$ cat src/rtl/display_pkg.sv
// Shared constants for the seven-segment register display: segment codes,
// the hex glyph table and the register-select encodings.
package display_pkg;

    localparam logic [6:0] SEG_BLANK = 7'b1111111;

    // Active-low {g,f,e,d,c,b,a}; entry [n] is the glyph for nibble n.
    localparam logic [15:0][6:0] SEG_TABLE = {
        7'b0001110,  // F
        7'b0000110,  // E
        7'b0100001,  // d
        7'b1000110,  // C
        7'b0000011,  // b
        7'b0001000,  // A
        7'b0010000,  // 9
        7'b0000000,  // 8
        7'b1111000,  // 7
        7'b0000010,  // 6
        7'b0010010,  // 5
        7'b0011001,  // 4
        7'b0110000,  // 3
        7'b0100100,  // 2
        7'b1111001,  // 1
        7'b1000000   // 0
    };

    localparam logic [1:0] SEL_A0 = 2'd0;
    localparam logic [1:0] SEL_V0 = 2'd1;
    localparam logic [1:0] SEL_SP = 2'd2;
    localparam logic [1:0] SEL_RA = 2'd3;

    function automatic logic [3:0] nibble_of(input logic [15:0] val, input logic [1:0] idx);
        return val[{idx, 2'b00} +: 4];
    endfunction

endpackage

$ cat src/rtl/reg_display_scanner_if.sv
// Debug-register inputs and display pin outputs of the register scanner.
interface reg_display_scanner_if;

    logic [15:0] a0;
    logic [15:0] v0;
    logic [15:0] sp;
    logic [15:0] ra;
    logic [1:0]  sel;
    logic        freeze;
    logic [3:0]  an;
    logic [6:0]  seg;
    logic        dp;

    modport master (
        output a0, v0, sp, ra, sel, freeze,
        input  an, seg, dp
    );

    modport slave (
        input  a0, v0, sp, ra, sel, freeze,
        output an, seg, dp
    );

endinterface

$ cat src/rtl/hex_to_seg7.sv
// Combinational hex-nibble to active-low seven-segment decoder with blanking.
module hex_to_seg7
    import display_pkg::*;
(
    input  logic [3:0] nibble,
    input  logic       blank,
    output logic [6:0] seg
);

    assign seg = blank ? SEG_BLANK : SEG_TABLE[nibble];

endmodule

$ cat src/rtl/reg_display_scanner.sv
// Multiplexed 4-digit hex display of one CPU debug register; the shown value
// and select are latched only at frame end so a frame never mixes two values.
module reg_display_scanner
    import display_pkg::*;
#(
    parameter int SCAN_DIV = 50000,
    parameter bit BLANK_LZ = 1'b1
) (
    input  logic                  clk,
    input  logic                  reset,
    reg_display_scanner_if.slave  bus
);

    localparam int               CNT_W    = $clog2(SCAN_DIV);
    localparam logic [CNT_W-1:0] CNT_LAST = CNT_W'(SCAN_DIV - 1);

    logic [CNT_W-1:0] div_cnt_q, div_cnt_d;
    logic [1:0]       digit_idx_q, digit_idx_d;
    logic [15:0]      shown_val_q, shown_val_d;
    logic [1:0]       shown_sel_q, shown_sel_d;

    logic        tc;
    logic        frame_end;
    logic [15:0] selected;
    logic        upper_zero;
    logic [6:0]  seg_w;

    assign tc        = (div_cnt_q == CNT_LAST);
    assign frame_end = tc && (digit_idx_q == 2'd3);

    always_comb begin
        selected = bus.a0;
        case (bus.sel)
            SEL_A0:  selected = bus.a0;
            SEL_V0:  selected = bus.v0;
            SEL_SP:  selected = bus.sp;
            SEL_RA:  selected = bus.ra;
            default: selected = bus.a0;
        endcase
    end

    // NOTE: every always_comb output gets a default first so no path leaves it unassigned (no latch).
    always_comb begin
        div_cnt_d   = div_cnt_q + CNT_W'(1);
        digit_idx_d = digit_idx_q;
        shown_val_d = shown_val_q;
        shown_sel_d = shown_sel_q;
        if (tc) begin
            div_cnt_d   = '0;
            digit_idx_d = digit_idx_q + 2'd1;
        end
        if (frame_end && !bus.freeze) begin
            shown_sel_d = bus.sel;
            shown_val_d = selected;
        end
    end

    // NOTE: sequential state uses non-blocking assignments so all flops update together on the edge.
    always_ff @(posedge clk or posedge reset) begin
        if (reset) begin
            div_cnt_q   <= '0;
            digit_idx_q <= 2'd0;
            shown_val_q <= 16'h0000;
            shown_sel_q <= SEL_A0;
        end else begin
            div_cnt_q   <= div_cnt_d;
            digit_idx_q <= digit_idx_d;
            shown_val_q <= shown_val_d;
            shown_sel_q <= shown_sel_d;
        end
    end

    // Digit i is a leading zero when nibbles i..3 are all zero; digit 0 never is.
    always_comb begin
        upper_zero = 1'b0;
        case (digit_idx_q)
            2'd1:    upper_zero = (shown_val_q[15:4]  == 12'h000);
            2'd2:    upper_zero = (shown_val_q[15:8]  == 8'h00);
            2'd3:    upper_zero = (shown_val_q[15:12] == 4'h0);
            default: upper_zero = 1'b0;
        endcase
    end

    hex_to_seg7 u_hex_to_seg7 (
        .nibble (nibble_of(shown_val_q, digit_idx_q)),
        .blank  (BLANK_LZ && upper_zero),
        .seg    (seg_w)
    );

    assign bus.an  = ~(4'b0001 << digit_idx_q);
    assign bus.seg = seg_w;
    assign bus.dp  = (digit_idx_q != shown_sel_q);

endmodule

$ cat src/flat_wrapper.sv
// flat-port wrapper written by rule: the top's interface ports become plain ports
module reg_display_scanner_flat import display_pkg::*;
#(
    parameter int SCAN_DIV = 50000,
    parameter bit BLANK_LZ = 1'b1
)
  (clk, reset, bus_a0, bus_v0, bus_sp, bus_ra, bus_sel, bus_freeze, bus_an, bus_seg, bus_dp);
  reg_display_scanner_if bus_i ();
  input  logic clk;
  input  logic reset;
  input wire logic [$bits(bus_i.a0)-1:0] bus_a0;
  input wire logic [$bits(bus_i.v0)-1:0] bus_v0;
  input wire logic [$bits(bus_i.sp)-1:0] bus_sp;
  input wire logic [$bits(bus_i.ra)-1:0] bus_ra;
  input wire logic [$bits(bus_i.sel)-1:0] bus_sel;
  input wire logic [$bits(bus_i.freeze)-1:0] bus_freeze;
  output wire logic [$bits(bus_i.an)-1:0] bus_an;
  output wire logic [$bits(bus_i.seg)-1:0] bus_seg;
  output wire logic [$bits(bus_i.dp)-1:0] bus_dp;
  assign bus_i.a0 = bus_a0;
  assign bus_i.v0 = bus_v0;
  assign bus_i.sp = bus_sp;
  assign bus_i.ra = bus_ra;
  assign bus_i.sel = bus_sel;
  assign bus_i.freeze = bus_freeze;
  assign bus_an = bus_i.an;
  assign bus_seg = bus_i.seg;
  assign bus_dp = bus_i.dp;
  reg_display_scanner #(.SCAN_DIV(SCAN_DIV), .BLANK_LZ(BLANK_LZ)) u_core (.clk(clk), .reset(reset), .bus(bus_i));
endmodule
$ cat config.mk
export PLATFORM = sky130hd
export DESIGN_NAME = reg_display_scanner_flat
export DESIGN_NICKNAME = d
export VERILOG_FILES = /design/src/rtl/display_pkg.sv /design/src/rtl/reg_display_scanner_if.sv /design/src/rtl/hex_to_seg7.sv /design/src/rtl/reg_display_scanner.sv /design/src/flat_wrapper.sv
export SDC_FILE = /design/constraint.sdc
export NUM_CORES = 1
export LEC_CHECK = 0
export CAP_MARGIN = 20
export CELL_PAD_IN_SITES_DETAIL_PLACEMENT = 0
export CELL_PAD_IN_SITES_GLOBAL_PLACEMENT = 1
export CORE_UTILIZATION = 37
export CTS_CLUSTER_SIZE = 8
export DETAILED_ROUTE_END_ITERATION = 7
export HOLD_SLACK_MARGIN = 0.12
export PLACE_DENSITY_LB_ADDON = 0.15
export REMOVE_ABC_BUFFERS = 1
export SETUP_SLACK_MARGIN = 0.1
export SYNTH_ARGS = -nofsm -noshare
export SYNTH_HDL_FRONTEND = slang
export SYNTH_SLANG_ARGS = --single-unit
$ cat constraint.sdc
create_clock -name clk -period 3.6 [get_ports clk]
set_input_delay 0.9 -clock clk [delete_from_list [all_inputs] [get_ports clk]]
set_output_delay 0.9 -clock clk [all_outputs]
set_load 0.005 [all_outputs]
==> impl_metrics.csv <==
group,metric,value,unit
floorplanning,die_area,0.007262,mm^2
detailed_routing,ant_nets,0,
worst_setup_path,path_class,"reg2out",
placement,place_area,0.003456,mm^2
synthesis,syn-instance-count,210,
layout,drive_gt1_share,24.00,%
run_status,run_status,"finished, final reports clean",
layout,n_antenna_cell,0,
global_route,antenna_found_initial,0,
placement,dpl.hpwl,4606,um
timing,report.final.slew_viol_count,0,
timing,finalHoldViolations,0,
global_route,gr-usage-all-layers,17.43,%
synthesis,synth_top_area_cell,"dfrtp_1",
worst_setup_path,critical_path_arrival,2.53,ns
detailed_routing,routed_wl,5887,um
min_path,worstHoldEndpoint,"u_core.div_cnt_q[0]",
clock_network,clkLatencyLatePin,0.29,ns
min_path,holdCritPathClass,"reg2reg",
synthesis,ys_warn_count,0,
worst_setup_path,cp-end-kind,"output port",
global_route,grt_start_max_net_pins,37,
timing,final.min_clock_period,3.429,ns
timing,setup-tns-final,0,ns
synthesis,async_reset_ff_share,100.0,%
placement,gp_congestion,0.7612,
floorplanning,rows,29,
pwr,p_leak,1.591,nW
worst_setup_path,reg2reg_to,"u_core.shown_val_q[8]",
worst_setup_path,worst_setup_path_start_kind,"flip-flop",
detailed_routing,vias_per_cell,5.268,
clock_network,clk_pin_slew,0.07,ns
synthesis,synthFlopType,"dfrtp_1",
synthesis,synth_most_common_cell,"dfrtp_1",
timing,setup_viol,0,
worst_setup_path,timing.rr.start,"u_core.div_cnt_q[4]",
synthesis,synth_edf_count,0,
timing,finalClockSkew,0.006279,ns
layout,syn_to_final_growth,41.75,%
run,max_cap_viol_count,0,
worst_setup_path,ff2ff_path_depth,5,
floorplanning,die_h,85.22,um
floorplanning,die_w,85.22,um
synthesis,ys_seq_elements,36,
synthesis,yosys-top-cells-count,"dfrtp_1 (36), mux4_2 (20), mux2_2 (13), xor2_1 (13)",
pwr,powerDensity,219.2,mW/mm^2
synthesis,synth.area.top_cells,"dfrtp_1 (35%), mux4_2 (18%), ha_1 (5.9%), mux2_4 (5.9%), mux2_2 (5.7%)",
synthesis,synth.yosys.seq_area_share,35.16,%
timing,max_slew_margin,46.31,%
min_path,holdPathStages,1,
floorplanning,io-pin-count,81,
timing,rsz0062_at_grt,"yes",
timing,tightest_slew,0.8028,ns
timing,fmaxAchievable,0.2917,GHz
global_route,grt_pass1_vias,2007,
clock_network,hold_buffers,0,
placement,port_buffers,80,
detailed_routing,post_drt_wl_per_cell,15.62,um
clock_network,clk_root_buffer_cell,"clkbuf_8",
floorplanning,start_util,39.23,%
synthesis,yosysTopAreaCellShare,35.16,%
worst_setup_path,r2r_slack,1.52,ns
detailed_routing,remaining_drc_errors,0,
worst_setup_path,worst-path-max-fanout,5,
detailed_routing,drtIter0Drc,89,
min_path,hold_start,"u_core.div_cnt_q[0]",
clock_network,ctsLongestPathBuffers,2,
global_route,grt_first_pass_wirelength,9763,um
layout,design_area,0.003632,mm^2
timing,fin_crit_sh,95.24,%
synthesis,syn_avg_cell_area,12.20,um^2
global_route,grt-ovfl-total,0,
layout,fillers,573,
layout,finalNetCount,381,
pwr,ir_drop,0.1422,mV
clock_network,cts.sinks,36,
clock_network,numCtsBuffers,5,
detailed_routing,vias,1986,
detailed_routing,first_pass_iters,4,
synthesis,ys_types,38,
clock_network,h-tree-depth,2,
clock_network,cts_tree,"built",
synthesis,synth_area,0.002562,mm^2
worst_setup_path,cp.required,2.70,ns
floorplanning,coreArea,0.006531,mm^2
registers in the layout (all words and copies together) (netlist names):
| signal | count |
|---|---|
| u_core.digit_idx_q | 2 |
| u_core.div_cnt_q | 16 |
| u_core.shown_sel_q | 2 |
| u_core.shown_val_q | 16 |
through the flow:
step | util [%] | hold slack, ns | worst slack [ns] | total power, mW | std cells
2_1_floorplan | - | 0.4479 | 0.6618 | 0.4502 | 198
3_3_place_gp | 52.91 | 0.4804 | 0.2851 | 0.5377 | 363
3_5_place_dp | 52.91 | 0.4833 | 0.2323 | 0.5388 | 363
4_1_cts | 54.90 | 0.4943 | 0.1040 | 0.8135 | 374
5_1_grt | 55.61 | 0.5200 | 0.06434 | 0.8327 | 377
6_report | 55.61 | 0.4879 | 0.1714 | 0.7962 | 377
worst max-delay path by stage:
| stage | from | endpoint | slack [ns] | cells past startpoint |
|---|---|---|---|---|
| finish | u_core.digit_idx_q[0] | bus_seg[5] | 0.17 | 7 |
| global route | u_core.digit_idx_q[0] | bus_seg[5] | 0.06 | 7 |
| CTS | u_core.digit_idx_q[0] | bus_seg[2] | 0.10 | 6 |
| detailed placement | u_core.digit_idx_q[0] | bus_seg[0] | 0.23 | 8 |
| global placement | u_core.digit_idx_q[0] | bus_seg[0] | 0.29 | 8 |
| floorplan | u_core.digit_idx_q[0] | bus_seg[0] | 0.66 | 7 |
report_power, final:
part / leakage (nW) / switching, mW / internal [mW]
Sequential: 0.487 / 0 / 0.404
Clock: 0.0410 / 0.136 / 0.131
Combinational: 1.06 / 0.0310 / 0.0934
cell usage in the layout, fill, tap and decap left out, types with 4 or more instances in the layout:
cell / count
clkdlybuf4s50_1: 77
dfrtp_1: 35
mux4_2: 20
xor2_1: 13
buf_4: 13
inv_1: 12
nand2_1: 12
nor2_1: 12
mux2_2: 12
mux2_4: 11
ha_1: 11
xnor2_1: 7
nand3_1: 6
clkbuf_8: 5
and3_1: 4
o211ai_1: 4
mux2i_1: 4
critical path: stages, from the launching register on:
cell and delay (ns):
dfrtp_2 0.43, mux4_2 0.53, buf_4 0.17, ha_1 0.23
mux2_2 0.28, nand2_1 0.06, o211ai_1 0.08, clkdlybuf4s50_1 0.46
what timing repair did:
item,4_1_cts,5_1_grt
pin swaps,1,1
cloned,0,0
endpoints found under the setup margin,7,6
resized for setup,5,6
buffers inserted,4,3
per-layer routing:
metal | global-route usage [%] | wire length [um] | up-vias
met5 | 0 | 0 | -
met4 | 5.085 | 51 | 0
met3 | 3.405 | 294 | 5
met2 | 25.59 | 2665 | 59
met1 | 26.14 | 2877 | 966
li1 | - | - | 956
kinds of logic (layout without fill, tap and decap cells):
logic type | count (synthesis) | after routing | synth area share (%)
AND/OR/NAND/NOR | 56 | 56 | 12.79
multiplexers | 47 | 47 | 30.71
flip-flops | 36 | 36 | 35.16
buffers and inverters | 24 | 114 | 4.492
XOR/XNOR | 20 | 20 | 6.836
AO/OA/AOI/OAI | 15 | 15 | 4.150
adder cells (fa/ha/maj) | 12 | 12 | 5.859
cell type report:
type	count	area (um^2)	area share, %
Clock buffer	6	72.57	1.998
Clock inverter	1	5.005	0.1378
Inverter	12	45.04	1.240
Multi-Input combinational cell	150	1578	43.44
Sequential cell	36	902.1	24.84
Tap cell	77	96.34	2.652
Timing Repair Buffer	95	933.4	25.70
No activity file was read; power rests on OpenSTA's default activity.
